`config.mk`:
```
export PLATFORM = sky130hd
export DESIGN_NAME = clk_div_ctrl_flat
export DESIGN_NICKNAME = d
export VERILOG_FILES = /design/src/rtl/clk_div_ctrl_if.sv /design/src/rtl/clk_div_ctrl.sv /design/src/flat_wrapper.sv
export SDC_FILE = /design/constraint.sdc
export NUM_CORES = 1
export LEC_CHECK = 0
export CAP_MARGIN = 0
export CORE_MARGIN = 4
export CORE_UTILIZATION = 55
export CTS_CLUSTER_DIAMETER = 120
export DETAILED_ROUTE_END_ITERATION = 7
export GPL_TIMING_DRIVEN = 0
export PLACE_DENSITY_LB_ADDON = 0.08
export SLEW_MARGIN = 20
export SYNTH_ARGS = -nofsm -noshare
export SYNTH_HDL_FRONTEND = slang
export SYNTH_SLANG_ARGS = --single-unit
```
`constraint.sdc`:
```
create_clock -name CLK_IN -period 3.91 [get_ports CLK_IN]
set_clock_uncertainty 0.15 [all_clocks]
set_input_delay 1.173 -clock CLK_IN [delete_from_list [all_inputs] [get_ports CLK_IN]]
set_output_delay 1.173 -clock CLK_IN [all_outputs]
set_load 0.005 [all_outputs]
```
`src/rtl/clk_div_ctrl_if.sv`:
```
// Ratio configuration handshake for clk_div_ctrl.
//   CFG_VALID : new ratio offered (master -> slave)
//   CFG_N     : requested ratio    (master -> slave)
//   CFG_READY : controller can accept a ratio (slave -> master)
//   CFG_ERR   : one-cycle pulse, previous transfer carried a ratio below 2
interface clk_div_ctrl_if #(
   parameter int WIDTH = 4
);
   logic             CFG_VALID;
   logic [WIDTH-1:0] CFG_N;
   logic             CFG_READY;
   logic             CFG_ERR;

   modport master (output CFG_VALID, output CFG_N, input CFG_READY, input CFG_ERR);
   modport slave  (input CFG_VALID, input CFG_N, output CFG_READY, output CFG_ERR);
endinterface

```
`src/rtl/clk_div_ctrl.sv`:
```
// Programmable clock-divider controller. Produces a one-cycle TICK on the last
// cycle of every N-cycle period and a DIV_OUT level (high for ceil(N/2) cycles).
// Ratio changes arrive over the cfg handshake and take effect only at a period
// boundary; stopping always completes the period in progress.
//   CLK_IN  : sole clock, rising edge
//   REST    : synchronous active-high reset
//   ENABLE  : run (1) / stop (0) request
//   cfg     : ratio handshake (CFG_VALID, CFG_N, CFG_READY, CFG_ERR)
//   TICK    : last cycle of each period
//   DIV_OUT : divided-clock level
//   CUR_N   : ratio currently in effect
//   BUSY    : divider is counting (RUN, PEND, STOP)
//
// state  | meaning
// IDLE   | stopped, COUNT held at 0, ratio loads directly
// RUN    | counting, nothing pending
// PEND   | counting, new ratio waits for the next wrap
// STOP   | finishing the current period before halting
module clk_div_ctrl #(
   parameter int WIDTH     = 4,
   parameter int DEFAULT_N = 11
) (
   input  logic             CLK_IN,
   input  logic             REST,
   input  logic             ENABLE,
   clk_div_ctrl_if.slave    cfg,
   output logic             TICK,
   output logic             DIV_OUT,
   output logic [WIDTH-1:0] CUR_N,
   output logic             BUSY
);

   typedef enum logic [1:0] {S_IDLE, S_RUN, S_PEND, S_STOP} state_t;

   state_t           state, state_nxt;
   logic [WIDTH-1:0] count, count_nxt;
   logic [WIDTH-1:0] cur_n_nxt;
   logic [WIDTH-1:0] pend_n, pend_n_nxt;
   logic             pend_vld, pend_vld_nxt;
   logic             cfg_err_nxt;
   logic             wrap, xfer, cfg_ok;
   logic [WIDTH:0]   half_n;

   assign BUSY          = (state != S_IDLE);
   assign wrap          = BUSY && (count == CUR_N - 1'b1);
   assign TICK          = wrap;
   // extra bit so N = 2^WIDTH-1 does not overflow when rounding up
   assign half_n        = ({1'b0, CUR_N} + 1'b1) >> 1;
   assign DIV_OUT       = BUSY && ({1'b0, count} < half_n);
   assign cfg.CFG_READY = (state != S_PEND);
   assign xfer          = cfg.CFG_VALID && cfg.CFG_READY;
   assign cfg_ok        = (cfg.CFG_N > WIDTH'(1));

   always_comb begin
      state_nxt    = state;
      count_nxt    = '0;
      cur_n_nxt    = CUR_N;
      pend_n_nxt   = pend_n;
      pend_vld_nxt = pend_vld;
      cfg_err_nxt  = xfer && !cfg_ok;

      if (BUSY && !wrap) begin
         count_nxt = count + 1'b1;
      end

      case (state)
         S_IDLE: begin
            if (xfer && cfg_ok) cur_n_nxt = cfg.CFG_N;
            if (ENABLE) state_nxt = S_RUN;
         end
         S_RUN: begin
            if (xfer && cfg_ok) begin
               pend_n_nxt   = cfg.CFG_N;
               pend_vld_nxt = 1'b1;
               state_nxt    = S_PEND;
            end
            if (!ENABLE) state_nxt = S_STOP;
         end
         S_PEND: begin
            if (wrap) begin
               cur_n_nxt    = pend_n;
               pend_vld_nxt = 1'b0;
               state_nxt    = S_RUN;
            end
            if (!ENABLE) state_nxt = S_STOP;
         end
         S_STOP: begin
            if (wrap) begin
               // no later wrap exists, so a ratio arriving now lands directly
               state_nxt    = S_IDLE;
               pend_vld_nxt = 1'b0;
               if (xfer && cfg_ok) cur_n_nxt = cfg.CFG_N;
               else if (pend_vld)  cur_n_nxt = pend_n;
            end else begin
               if (xfer && cfg_ok) begin
                  pend_n_nxt   = cfg.CFG_N;
                  pend_vld_nxt = 1'b1;
               end
               if (ENABLE) state_nxt = pend_vld_nxt ? S_PEND : S_RUN;
            end
         end
         default: state_nxt = S_IDLE;
      endcase
   end

   always_ff @(posedge CLK_IN) begin
      if (REST) begin
         state       <= S_IDLE;
         count       <= '0;
         CUR_N       <= WIDTH'(DEFAULT_N);
         pend_n      <= '0;
         pend_vld    <= 1'b0;
         cfg.CFG_ERR <= 1'b0;
      end else begin
         state       <= state_nxt;
         count       <= count_nxt;
         CUR_N       <= cur_n_nxt;
         pend_n      <= pend_n_nxt;
         pend_vld    <= pend_vld_nxt;
         cfg.CFG_ERR <= cfg_err_nxt;
      end
   end

endmodule

```
`src/flat_wrapper.sv`:
```
// flat-port wrapper written by rule: the top's interface ports become plain ports
module clk_div_ctrl_flat 
#(
   parameter int WIDTH     = 4,
   parameter int DEFAULT_N = 11
)
  (CLK_IN, REST, ENABLE, TICK, DIV_OUT, CUR_N, BUSY, cfg_CFG_VALID, cfg_CFG_N, cfg_CFG_READY, cfg_CFG_ERR);
  clk_div_ctrl_if #(.WIDTH(WIDTH)) cfg_i ();
  input  logic CLK_IN;
  input  logic REST;
  input  logic ENABLE;
  output logic TICK;
  output logic DIV_OUT;
  output logic [WIDTH-1:0] CUR_N;
  output logic BUSY;
  input wire logic [$bits(cfg_i.CFG_VALID)-1:0] cfg_CFG_VALID;
  input wire logic [$bits(cfg_i.CFG_N)-1:0] cfg_CFG_N;
  output wire logic [$bits(cfg_i.CFG_READY)-1:0] cfg_CFG_READY;
  output wire logic [$bits(cfg_i.CFG_ERR)-1:0] cfg_CFG_ERR;
  assign cfg_i.CFG_VALID = cfg_CFG_VALID;
  assign cfg_i.CFG_N = cfg_CFG_N;
  assign cfg_CFG_READY = cfg_i.CFG_READY;
  assign cfg_CFG_ERR = cfg_i.CFG_ERR;
  clk_div_ctrl #(.WIDTH(WIDTH), .DEFAULT_N(DEFAULT_N)) u_core (.CLK_IN(CLK_IN), .REST(REST), .ENABLE(ENABLE), .cfg(cfg_i), .TICK(TICK), .DIV_OUT(DIV_OUT), .CUR_N(CUR_N), .BUSY(BUSY));
endmodule
```
# Word level (Yosys, flattened, before mapping)
# Index checks and enable logic that the tools add are counted.
[op_classes] addsub=3 order_cmp=2 n_eq_ne=14 mux=24 bitwise=1 reduce_logical=18
[op_table] cell="$mux W4" n=7
[op_table] cell="$mux W2" n=8
[op_table] cell="$pmux W4 S3" n=1
[op_table] cell="$ne A3 B2 Y1 const B" n=3
[op_table] cell="$pmux W2 S4" n=1
[op_table] cell="$pmux W4 S2" n=1
[op_table] cell="$logic_and A1 B1 Y1" n=6
[op_table] cell="$ne A2 B1 Y1 const B" n=3
[op_table] cell="$ne A2 B2 Y1 const B" n=3
[op_table] cell="$reduce_bool A3 Y1" n=2
[op_table] cell="$add A4 B1 Y5 const B" n=1
[op_table] cell="$mux W1" n=5
[op_table] cell="$reduce_and A5 Y1" n=1
[op_table] cell="$add A4 B1 Y4 const B" n=1
[op_table] cell="$eq A2 B2 Y1 const B" n=2
[op_table] cell="$eq A4 B4 Y1" n=1
[op_table] cell="$gt A4 B1 Y1 const B" n=1
[op_table] cell="$lt A4 B4 Y1" n=1
[op_table] cell="$reduce_and A2 Y1" n=2
[op_table] cell="$reduce_and A4 Y1" n=1
[op_table] cell="$reduce_bool A2 Y1" n=2
[op_table] cell="$sub A4 B1 Y4 const B" n=1
[op_table] cell="$ne A3 B1 Y1 const B" n=1
[op_table] cell="$pmux W1 S3" n=1
[op_table] cell="5 further kinds" n=6
[word_totals] regBits=16 input_bits=8 output_inout_bits=9 word_cells=68

# Logic depth before layout (Yosys ltp)
[logic_depth] word_depth=10 ltp_mapped=8 ltp_nobuf=7

# Least setup slack after synthesis
# Ideal clock, no wire load.
[synth_path] path_type="register to output" from="reg u_core.CUR_N[0]" to="out DIV_OUT" t_arrival_ps=1554 t_required_ps=2587 path_slack_ps=1033 path_stages_with_launch=7 path_buffers=0 path_cell_list="dfxtp_1 ha_1 xnor2_1 ha_1 a21o_1 a21o_1 a211oi_1"
[synth_via] elab_chain_len=3
[synth_rtl] element="start, declared" line_no="clk_div_ctrl.sv:29" rtl="output logic [WIDTH-1:0] CUR_N,"
[synth_rtl] element="start signal, assigned" line_no="clk_div_ctrl.sv:110" rtl="CUR_N <= WIDTH'(DEFAULT_N);"
[synth_rtl] element="start signal, assigned" line_no="clk_div_ctrl.sv:117" rtl="CUR_N <= cur_n_nxt;"
[synth_rtl] element="$add A4 B1 Y5" line_no="clk_div_ctrl.sv:48" rtl="assign half_n = ({1'b0, CUR_N} + 1'b1) >> 1;"
[synth_rtl] element="$lt A4 B4 Y1" line_no="clk_div_ctrl.sv:49" rtl="assign DIV_OUT = BUSY && ({1'b0, count} < half_n);"
[synth_rtl] element="$logic_and A1 B1 Y1" line_no="clk_div_ctrl.sv:49"
[synth_rtl] element="end, declared" line_no="flat_wrapper.sv:13" rtl="output logic DIV_OUT;"
# No other way between the ends.

# Worst setup path after layout
[layout_path] from="reg u_core.CUR_N[1]" to="out DIV_OUT"
# Same word-level chain as after synthesis.

==> results.md <==
- Status: completed
- Overall power: 377 µW
- Antenna diodes: 0
- Final Max Slew Viols: 0
- Netlist cell types: 35
- Hold path endpoint: u_core.pend_n[2]
- Post-synthesis cell area: around 970 µm²
- Worst-Margin Slew: ~0.81 ns
- Worst EP required: 2.59 ns
- Vias: 805
- DR DRC count: 0
- RSZ-0062 raised after global routing: no
- Synthesis Warnings: 0
- Nets: 145
- Flops & latches, synth: 16
- Dominant cells by area after synthesis: dfxtp_1 (33%), ha_1 (7.8%), nor2_1 (5.4%), mux2i_1 (5.2%), xnor2_1 (4.5%)
- Setup TNS: 0 ns
- Relative slew margins: 0.450
- Area after DPL: 0.00114 mm²
- Clock-pin slew on the worst setup and hold paths: roughly 0.080 ns
- Mux contribution to synthesized area: 0.0634
- Initial Util: 0.613
- Tot GR Track Use: 0.168
- Vias per Instance: 5.55
- TritonRoute pass-1 iters: 4
- Total Wirelength: 1940 µm
- Min-Delay Path Class: reg2reg
- Post-DRT Antenna Nets: 0
- Post-synthesis xor/xnor area fraction: 0.0970
- I/O pin cnt: 17
- Die area: 0.00249 mm²
- Synth Area in Adders: 0.0776
- Leakage: 0.000502 µW
- CORE AREA: 0.00158 mm²
- Root buffer selected by CTS: clkbuf_4
- Hold-critical path depth: 2
- Synth area leader: dfxtp_1
- Peak supply drop: 214 µV
- Synth Instances: 111
- Layout fillers: 122
- Port buffer count: 15
- Grt ovf: 0
- Part of the Yosys area used for sequential elements: 0.331
- Crit path DAT: between 2 and 2.5 ns
- Worst r2r src: u_core.CUR_N[1]
- DR WL/cell: 13.4 µm
- Crit Path Class: reg2out
- Die Ht: 49.9 µm
- Largest net degree at the start of global routing: 11
- Net Count, Synth: roughly 130
- CP max stage cell: clkdlybuf4s50_1
- Clk Latency, worst-skew pair: 0.27 ns
- Vias in the first global route: around 780
- FMAX: 271 MHz
- Iter 0 DRT Violations: 16
- Clock sinks: 16
- Largest family of logic cells by synthesized area: simple AND/OR/NAND/NOR gates
- Number of cell rows: 14
- Hold slack final: 0.333 ns
- Tmin final: around 3.7 ns
- R2R setup slack: 1.63 ns
- Worst R2R Path Depth: 8
- Simple-Gate Fraction of Synth Area: 0.237
- H-tree Lvls: 1
- Startpoint Class: register
- First-pass GRT wire length: 3300 µm
- Worst Setup End Kind: primary output
- Initial antenna violation count: 0
- Share of layout cells above drive strength 1: 0.0620
- Syn Area/Cell: between 8 and 9 µm²
- CP cell instances: ha_1, xnor2_1, ha_1, a21o_1, a21o_1, a211oi_1, clkdlybuf4s50_1
- Clock buffer depth: 2
- Max Cap Viol: 0
- Crit-path max cell delay: 0.53 ns
- GPL Wtd Cong: 0.823
- Compound-Gate Fraction of Synth Area: 0.147
- Worst Path Max Fanout: 6
- RR Endpoint: u_core.CUR_N[2]
- Die X: 49.9 µm
- Final HPWL DP: 1530 µm
- Cts bufs inserted: 3
- Final Core Density: 0.737
- Endpoints failing hold: 0
- Top cell type's share of synthesized area: 0.331
- Post-route cell area: about 0.0012 mm²
- # setup viols final: 0
- Synth-to-layout area growth: 20.1%
- Final worst-path cycle share: 0.945
- Hold Startpoint: u_core.pend_n[2]
- CTS tree: yes
- Power Density: 325 mW/mm²
cells by family (layout without fill, tap and decap cells):
logic type | after synthesis | count (layout)
buf+inv | 10 | 28
flops | 16 | 16
compound gates | 20 | 20
mux | 6 | 6
xor+xnor | 9 | 9
fa+ha+maj | 6 | 6
simple gates | 44 | 44
flip-flops by register name, indices dropped and copies added, names as in the netlist:
signal / flops
u_core.cfg.CFG_ERR: 1
u_core.CUR_N: 4
u_core.state: 2
u_core.count: 4
u_core.pend_n: 4
u_core.pend_vld: 1
cell usage in the layout, fill, tap and decap left out, types with 2 or more instances in the layout:
cell type / n
or4b_1: 2
a21oi_1: 2
nor2_1: 14
a21o_1: 3
nor3_1: 2
a211oi_1: 3
xor2_1: 3
nor2b_1: 2
dfxtp_1: 15
nand3b_1: 2
o21ai_0: 4
nand2_1: 7
and3_1: 4
clkdlybuf4s50_1: 15
inv_1: 5
nand3_1: 4
nand2b_1: 3
xnor2_1: 5
clkbuf_4: 3
clkbuf_1: 4
ha_1: 6
mux2i_1: 5
Yosys cell counts:
master     number
a32o_1          1
nand2b_1        3
a21o_1          3
nor2b_1         2
ha_1            6
a32oi_1         1
nand3b_1        2
a211oi_1        3
xnor2_1         5
clkbuf_1        4
xor3_1          1
xor2_1          3
dfxtp_1        16
o21ai_0         4
or4b_1          2
nor3_1          2
and2_1          1
or3_1           1
o21ai_2         1
inv_1           5
a2111oi_0       1
nor3_2          1
a21oi_1         2
mux2_2          1
and3_1          4
a31oi_1         1
o311ai_1        1
nor2_1         14
buf_6           1
nor4_1          1
mux2i_1         5
nand2_1         7
o31ai_1         1
nand3_1         4
a211o_1         1
layout make-up:
cell class	count	area [µm²]	share of cell area
inverters	5	18.8	0.0162
clock buffers	3	22.5	0.0194
repair buffers	15	150	0.129
multi-input cells	85	602	0.518
plain buffers	5	26.3	0.0226
flip-flops and latches	16	322	0.277
well taps	16	20.0	0.0172
report_power, final:
group          switching [µW]  total [µW]  internal, µW
Combinational            52.5         109          56.2
Sequential               12.2         186           174
Clock                    46.4        82.0          35.6
worst max-delay path by stage:
stage               slack (ns)  cells after the start  endpoint             from
finish                    0.21                      7   DIV_OUT  u_core.CUR_N[1]
global route              0.07                      7   DIV_OUT  u_core.CUR_N[1]
floorplan                 1.03                      6   DIV_OUT  u_core.CUR_N[0]
detailed placement        0.44                      7   DIV_OUT  u_core.CUR_N[0]
global placement          0.51                      7   DIV_OUT  u_core.CUR_N[0]
CTS                       0.13                      7   DIV_OUT  u_core.CUR_N[0]
layer usage:
| metal | vias up | GRT usage | share of wire |
|---|---|---|---|
| li1 | 433 | - | - |
| met4 | 0 | 0.0276 | 0 |
| met1 | 357 | 0.186 | 0.47 |
| met2 | 15 | 0.324 | 0.49 |
| met3 | 0 | 0.0361 | 0.037 |
| met5 | - | 0 | 0 |
stage by stage:
| stage | setup slack (ns) | cells |
|---|---|---|
| floorplan | 1.03 | 111 |
| global placement | 0.506 | 142 |
| detailed placement | 0.436 | 142 |
| CTS | 0.128 | 145 |
| global route | 0.0735 | 145 |
| finish | 0.214 | 145 |
critical path, delay by kind of cell, from the launching register on:
family / cells / cell delay (ns)
flops: 1 / 0.42
compound gates: 3 / 0.56
xor+xnor: 1 / 0.13
fa+ha+maj: 2 / 0.47
buf+inv: 1 / 0.53
repair_timing:
| item | CTS | global route |
|---|---|---|
| hold buffers | 0 | 0 |
| buffers inserted | 0 | 0 |
| setup endpoints to repair | 0 | 1 |
| hold endpoints to repair | 0 | 0 |
| gates resized for setup | 0 | 1 |
Power figures use the tool's default switching activity.
